<file path="src/rtl/booth_mac_seq.sv">
// Sequential radix-2 Booth multiply-accumulate with start/busy/done handshake.
// Define MAC_SAT_EN to saturate the accumulator on overflow instead of wrapping.
module booth_mac_seq #(
  parameter int WIDTH     = 8,
  parameter int ACC_WIDTH = 2*WIDTH+8
) (
  input  logic                   clk,
  input  logic                   rst_n,
  input  logic                   start,
  input  logic                   signed_mode,
  input  logic                   clr,
  input  logic [WIDTH-1:0]       w,
  input  logic [WIDTH-1:0]       x,
  output logic                   busy,
  output logic                   done,
  output logic [2*WIDTH-1:0]     product,
  output logic [ACC_WIDTH-1:0]   acc,
  output logic                   ovf
);

  localparam int CW = $clog2(WIDTH+2);

  typedef enum logic [1:0] {
    IDLE, CALC, ACCUM, DONE
  } state_t;

  state_t state, state_n;

  // A carries one guard bit above the extended operand width
  logic [WIDTH+1:0]   a;
  logic [WIDTH:0]     q;
  logic               q1;
  logic [WIDTH:0]     wx;
  logic               sm;
  logic [CW-1:0]      cnt;

  logic [WIDTH+1:0]     addend;
  logic [WIDTH+1:0]     sum;
  logic [2*WIDTH-1:0]   prod_n;
  logic [ACC_WIDTH-1:0] pe;
  logic [ACC_WIDTH:0]   asum;
  logic                 ov;
  logic [ACC_WIDTH-1:0] acc_n;

  assign addend = {wx[WIDTH], wx};

  always_comb begin
    sum = a;
    unique case ({q[0], q1})
      2'b01:   sum = a + addend;
      2'b10:   sum = a - addend;
      default: sum = a;
    endcase
  end

  assign prod_n = {a[WIDTH-2:0], q};
  assign pe     = sm ? ACC_WIDTH'($signed(prod_n))
                     : ACC_WIDTH'(prod_n);
  assign asum   = {1'b0, acc} + {1'b0, pe};

  always_comb begin
    ov    = 1'b0;
    acc_n = asum[ACC_WIDTH-1:0];
    if (sm)
      ov = (acc[ACC_WIDTH-1] == pe[ACC_WIDTH-1]) &&
           (asum[ACC_WIDTH-1] != acc[ACC_WIDTH-1]);
    else
      ov = asum[ACC_WIDTH];
`ifdef MAC_SAT_EN
    if (ov) begin
      if (!sm)
        acc_n = '1;
      else if (acc[ACC_WIDTH-1])
        acc_n = {1'b1, {(ACC_WIDTH-1){1'b0}}};
      else
        acc_n = {1'b0, {(ACC_WIDTH-1){1'b1}}};
    end
`endif
  end

  always_comb begin
    state_n = state;
    unique case (state)
      IDLE:    if (start) state_n = CALC;
      CALC:    if (cnt == '0) state_n = ACCUM;
      ACCUM:   state_n = DONE;
      DONE:    state_n = IDLE;
      default: state_n = IDLE;
    endcase
  end

  always_ff @(posedge clk or negedge rst_n) begin
    if (!rst_n) state <= IDLE;
    else        state <= state_n;
  end

  always_ff @(posedge clk or negedge rst_n) begin
    if (!rst_n) begin
      a       <= '0;
      q       <= '0;
      q1      <= 1'b0;
      wx      <= '0;
      sm      <= 1'b0;
      cnt     <= '0;
      product <= '0;
      acc     <= '0;
      ovf     <= 1'b0;
    end else begin
      unique case (state)
        IDLE: begin
          if (clr) begin
            acc <= '0;
            ovf <= 1'b0;
          end
          if (start) begin
            sm  <= signed_mode;
            wx  <= signed_mode ? {w[WIDTH-1], w} : {1'b0, w};
            q   <= signed_mode ? {x[WIDTH-1], x} : {1'b0, x};
            a   <= '0;
            q1  <= 1'b0;
            cnt <= CW'(WIDTH+1);
          end
        end
        CALC: begin
          if (cnt != '0) begin
            a   <= {sum[WIDTH+1], sum[WIDTH+1:1]};
            q   <= {sum[0], q[WIDTH:1]};
            q1  <= q[0];
            cnt <= cnt - CW'(1);
          end
        end
        ACCUM: begin
          product <= prod_n;
          acc     <= acc_n;
          if (ov) ovf <= 1'b1;
        end
        default: ;
      endcase
    end
  end

  assign busy = (state != IDLE);
  assign done = (state == DONE);

endmodule

</file>
<file path="config.mk">
export PLATFORM = sky130hd
export DESIGN_NAME = booth_mac_seq
export DESIGN_NICKNAME = d
export VERILOG_FILES = /design/src/rtl/booth_mac_seq.sv
export SDC_FILE = /design/constraint.sdc
export NUM_CORES = 1
export LEC_CHECK = 0
export CAP_MARGIN = 10
export CORE_MARGIN = 1.5
export CORE_UTILIZATION = 45
export CTS_CLUSTER_DIAMETER = 30
export DETAILED_ROUTE_END_ITERATION = 6
export PLACE_DENSITY = 0.79
export SYNTH_ARGS = -nofsm -noshare
export SYNTH_HDL_FRONTEND = slang
export SYNTH_SLANG_ARGS = --single-unit
export TNS_END_PERCENT = 50
</file>
<file path="constraint.sdc">
create_clock -name clk -period 3.3 [get_ports clk]
set_input_delay 0.66 -clock clk [delete_from_list [all_inputs] [get_ports clk]]
set_output_delay 0.66 -clock clk [all_outputs]
set_load 0.005 [all_outputs]
</file>
==> results of run 1 <==
-- through the flow --
stage	setup slack (ns)	power [uW]	hold WS [ns]	utilization	cell area [um2]
detailed placement	0.4853	5253	0.4949	0.5281	5699
global placement	0.5447	5108	0.4940	0.5281	5699
finish	0.4190	5915	0.4571	0.5437	5868
global route	0.2027	6412	0.5374	0.5437	5868
CTS	0.4201	5919	0.4953	0.5437	5868
floorplan	0.6752	4153	0.3644	-	4947
-- worst paths after layout --
check                                  end  slack (ns)  cells after the start       start
worst max-delay path                  a[8]        0.42                     11        q[0]
worst min-delay path                acc[1]        0.46                      1       rst_n
worst max register to register        a[8]        0.42                     11        q[0]
worst min register to register  product[2]        0.51                      1  product[2]
max in group asynchronous             q[3]        2.22                      1       rst_n
min in group clk                product[2]        0.51                      1  product[2]
-- cell usage in the layout (no fill, tap or decap), types with 13 or more instances in the layout --
master	count
clkdlybuf4s50_1	62
o21ai_0	40
mux2_2	27
inv_1	26
a21oi_1	35
ha_1	34
nand2_1	53
xnor2_1	24
dfrtp_1	76
nor2_1	23
nand3_1	16
o21ai_1	17
mux2i_1	13
-- worst max-delay path, delay by kind of cell, from the launching register on --
| kind | cells | cell delay, ns |
|---|---|---|
| mux | 1 | 0.34 |
| flops | 1 | 0.43 |
| fa+ha+maj | 2 | 0.69 |
| simple gates | 2 | 0.24 |
| compound gates | 6 | 1.07 |
-- where the power goes --
part	internal, uW	switching [uW]	leakage [uW]	total, uW
Sequential	1320	453	0.000979	1770
Combinational	1690	1810	0.00152	3500
Clock	276	367	0.0000799	644
Total	3290	2630	0.00257	5910
-- state kept, by name, summed over array words and instances, names as in the netlist --
| signal | cells |
|---|---|
| a | 9 |
| acc | 24 |
| cnt | 4 |
| ovf | 1 |
| product | 16 |
| q | 9 |
| q1 | 1 |
| sm | 1 |
| state | 2 |
| wx | 9 |
-- layout make-up --
| type | count | area, um2 | share of cell area |
|---|---|---|---|
| multi-input combinational | 397 | 2844 | 0.4846 |
| sequential | 76 | 1902 | 0.3241 |
| timing repair buffer | 70 | 680.7 | 0.1160 |
| tap | 140 | 175.2 | 0.02985 |
| clock buffer | 11 | 131.4 | 0.02239 |
| inverter | 26 | 97.59 | 0.01663 |
| clock inverter | 5 | 37.54 | 0.006397 |
-- cell families after synthesis --
logic type	after synthesis	synth area share
AO/OA/AOI/OAI	157	0.2038
AND/OR/NAND/NOR	129	0.1247
flip-flops	76	0.3844
buffers and inverters	52	0.04148
multiplexers	41	0.08978
adder cells (fa/ha/maj)	36	0.09408
XOR/XNOR	34	0.06171
-- per-layer routing --
layer | track usage | part of all wire | vias up
met3 | 0.04116 | 0.044 | 19
met1 | 0.2654 | 0.43 | 1998
li1 | - | - | 2005
met5 | 0 | 0 | -
met2 | 0.3717 | 0.51 | 113
met4 | 0.05733 | 0.018 | 0
==> out/metrics.cfg, run 1 <==
[status]
status=finished, final reports clean

[die]
pin_count=64
die_x_um=107.9
fp-row-count=38
initial_core_util=0.4584
die_area_um2=11630
die_y_um=107.9
core_um2=10790

[layout]
fin_cells=725
areaGrowthSynthToFinish_pct=18.61
num_antenna_cells=0
layout.nets=637
fillers=973
drive_above_1_share=0.1077

[placed_design]
dp_cells=709
io_buffers=63
hpwl_mm=8.579
gp_congestion=0.8794

[synthesis]
synth_fp_nets=582
yosysSeqAreaShare=0.3844
yosysTopAreaCell=dfrtp_1
avgSynthCellArea_um2=9.423
ys_seq_elements=76
synth_most_common_cell=dfrtp_1
synth_common_cells=76 x dfrtp_1, 53 x nand2_1, 40 x o21ai_0
ys_async_sr_fraction=1.000
synth_warnings=0
synthesis.area_um2=4947
synthTopCellsByArea=dfrtp_1 38%, ha_1 8.6%, mux2_2 6.1%
synthCells=525
ys_types=60
synth_top_cell_area_share=0.3844
synth_edf_count=0
synthFlopType=dfrtp_1

[route]
via_per_inst=5.703
antenna_left=0
routedWlPerCell_um=16.10
drt-initial-drc-count=244
vias=4135
routed_wl_mm=11.67
drtPass1Iterations=5
drc=0

[setup_path]
endpoint_kind=flop
critPathMaxFanout=10
max_stage_delay_ns=0.43
crit_type=flop to flop
worst_path_max_delay_cell=dfrtp_1
required_ns=3.53
cp-start-kind=flop
crit_chain=ha_1 > mux2i_1 > ha_1 > nor2b_1 > o21ai_0 > a21oi_1 > o21a_1 > o21ai_0 > a21oi_1 > o2111ai_1 > nand4b_1
arrival_ns=3.11

[clock_tree]
worstSkewPairLatency_ns=0.36
clkTransAtPathRegs_ns=0.08
cts_hold_buf=0
post_cts_buffers=0
htree_levels=3
clock_sinks=76
clockBufferDepth=2
cts-root-buf=clkbuf_8
cts_buffers=9
cts_tree=built
ctsResizeCount=0

[timing]
final-setup-viol-count=0
tns_ns=0
worstMarginPinSlew_ns=1.077
skew_ns=0.008813
period_needed_ns=2.881
slew_viol_final=0
period_share=0.8730
clock.fmax_mhz=347.1
slew_headroom=0.2793
grt_setup_unrepaired=no
hold_viol_final=0

[grt]
overflow=0
grt_usage=0.2119
grt_antenna_before_repair=0
grt_max_degree=77
grt_pass1_wl_mm=19.38
grt_pass1_vias=4043

[min_path]
hp-class=input pin to asynchronous set/reset pin

[power]
vdd_ir_drop_max_uv=728.0
power.leakage_uw=0.002574
p_per_area_nw_per_um2=1008

[run]
cap_violations=0

Power figures use the tool's default switching activity.
==> run 2, diff against run 1 <==
--- a/config.mk
+++ b/config.mk
@@ -6,6 +6,7 @@
 export NUM_CORES = 1
 export LEC_CHECK = 0
 export CAP_MARGIN = 10
+export CORE_ASPECT_RATIO = 1.4
 export CORE_MARGIN = 1.5
 export CORE_UTILIZATION = 45
 export CTS_CLUSTER_DIAMETER = 30
==> out/metrics.cfg, run 2 (synthesis gave the netlist of run 1 again) <==
[status]
status=finished, final reports clean

[power]
vdd_ir_drop_max_uv=414.3  ; -43%
power_uw=6316  ; +6.8%
power.leakage_uw=0.002653  ; +3.1%
combPwrFrac=0.559  ; -0.033
sw_frac_of_total=0.4195  ; -0.02512
p_sw_uw=2649  ; +0.74%
power_frac_seq=0.281  ; -0.018
clkPwrFrac=0.160  ; +0.051
intPower_uw=3666  ; +12%
p_per_area_nw_per_um2=1049  ; +4.1%

[placed_design]
preCtsSetupSlack_ns=0.4028  ; -0.08247 ns
io_buffers=63  ; unchanged
hpwl_mm=9.071  ; +5.7%
gp_congestion=0.9106  ; +3.5%

[route]
drtPass1Iterations=5  ; unchanged
drc=0  ; unchanged
vias=4212  ; +1.9%
via_per_inst=5.794  ; +1.6%
routedWlPerCell_um=16.82  ; +4.5%
antenna_left=0  ; unchanged
routed_wl_mm=12.23  ; +4.8%
drt-initial-drc-count=260  ; +6.6%

[clock_tree]
cts_hold_buf=0  ; unchanged
post_cts_buffers=0  ; unchanged
ctsResizeCount=0  ; unchanged
clock_sinks=76  ; unchanged
htree_levels=3  ; unchanged
cts_tree=built
cts_buffers=9  ; unchanged
clockBufferDepth=2  ; unchanged
cts-root-buf=clkbuf_16
worstSkewPairLatency_ns=0.34  ; -0.02 ns
clkTransAtPathRegs_ns=0.06  ; -0.02 ns

[die]
fp-row-count=45  ; +18%
die_y_um=127.1  ; +18%
pin_count=64  ; unchanged
core_um2=10750  ; -0.36%
die_area_um2=11640  ; about the same
die_x_um=91.62  ; -15%
initial_core_util=0.4600  ; +0.001653

[setup_path]
max_stage_delay_ns=0.43  ; about the same
path_buf_inv=0  ; unchanged
cp-start-kind=flop
crit_chain=ha_1 > mux2i_1 > ha_1 > nor2b_1 > o21ai_0 > a21oi_1 > o21a_1 > o21ai_0 > a21oi_1 > o2111ai_1 > nand4b_1
endpoint_kind=flop
crit_family=compound AO/OA/AOI/OAI gates
required_ns=3.51  ; -0.02 ns
arrival_ns=3.13  ; +0.02 ns
crit_type=flop to flop
worst_path_max_delay_cell=dfrtp_1
critPathMaxFanout=10  ; unchanged

[grt]
grt_antenna_before_repair=0  ; unchanged
grt_max_degree=77  ; unchanged
grt_pass1_wl_mm=20.31  ; +4.8%
grt_pass1_vias=4126  ; +2.1%
grt_usage=0.2226  ; +0.01074
overflow=0  ; unchanged

[timing]
clock.fmax_mhz=342.4  ; -1.4%
period_needed_ns=2.921  ; +0.04000 ns
holdWs_ns=0.4534  ; -0.003678 ns
final-setup-viol-count=0  ; unchanged
slew_headroom=0.2906  ; +0.01136
grt_setup_unrepaired=no
final.setup.worst_slack_ns=0.3790  ; -0.04000 ns
tns_ns=0  ; unchanged
worstMarginPinSlew_ns=1.060  ; -0.01698 ns
hold_viol_final=0  ; unchanged
period_share=0.8851  ; +0.01212
skew_ns=0.007255  ; -0.001558 ns
slew_viol_final=0  ; unchanged

[layout]
largest_reg_flops=24  ; unchanged
multi_input_area_um2=2844  ; unchanged
regMostFlops=acc
final_cell_mix=76 x dfrtp_1, 62 x clkdlybuf4s50_1, 53 x nand2_1
regArea_um2=1902  ; unchanged
top_regs=acc x24, product x16
layout.nets=639  ; +0.31%
fillers=930  ; -4.4%
areaGrowthSynthToFinish_pct=21.67
drive_above_1_share=0.1092  ; +0.001523
mostFrequentLayoutCell=dfrtp_1
num_antenna_cells=0  ; unchanged

[run]
cap_violations=0  ; unchanged

[min_path]
hp-class=input pin to asynchronous set/reset pin

[run 2: final timing paths]
kind                       cells past startpoint        from     endpoint  slack [ns]
hold / removal                                 1       rst_n   product[4]        0.45
setup / recovery                              11        q[0]         a[8]        0.38
hold reg to reg                                1  product[3]   product[3]        0.50
setup reg to reg                              11        q[0]         a[8]        0.38
min in group clk                               1  product[3]   product[3]        0.50
max in group asynchronous                      1       rst_n  product[11]        2.22
[run 2: worst register-to-register path, cell delays in order (launching register included)]
cell and delay (ns):
dfrtp_1 0.43, ha_1 0.41, mux2i_1 0.34, ha_1 0.28
nor2b_1 0.12, o21ai_0 0.20, a21oi_1 0.13, o21a_1 0.19
o21ai_0 0.24, a21oi_1 0.14, o2111ai_1 0.19, nand4b_1 0.12
[run 2: metal layers]
layer	GRT usage	wire length [um]
met5	0	0
met4	0.1011	383
met1	0.2475	4894
met3	0.04464	471
met2	0.4056	6478
[run 2: final cells by class]
cell class,instances,area share
multi-input cells,397,0.4725
flip-flops and latches,76,0.3159
repair buffers,72,0.1156
clock buffers,14,0.04552
well taps,141,0.02931
inverters,26,0.01621
clock inverters,1,0.004989
[run 2: power groups by stage]
stage	combinational, uW	sequential, uW	clock [uW]
5_1_grt	3930	1840	1070
3_3_place_gp	3380	1760	0
2_1_floorplan	2520	1630	0
6_report	3530	1780	1010
4_1_cts	3530	1770	1030
3_5_place_dp	3500	1780	0
[run 2: metrics by stage]
stage	cell area, um2	cells	utilization
4_1_cts	6020	727	0.5597
3_3_place_gp	5715	712	0.5315
3_5_place_dp	5715	712	0.5315
2_1_floorplan	4947	525	-
5_1_grt	6020	727	0.5597
6_report	6020	727	0.5597
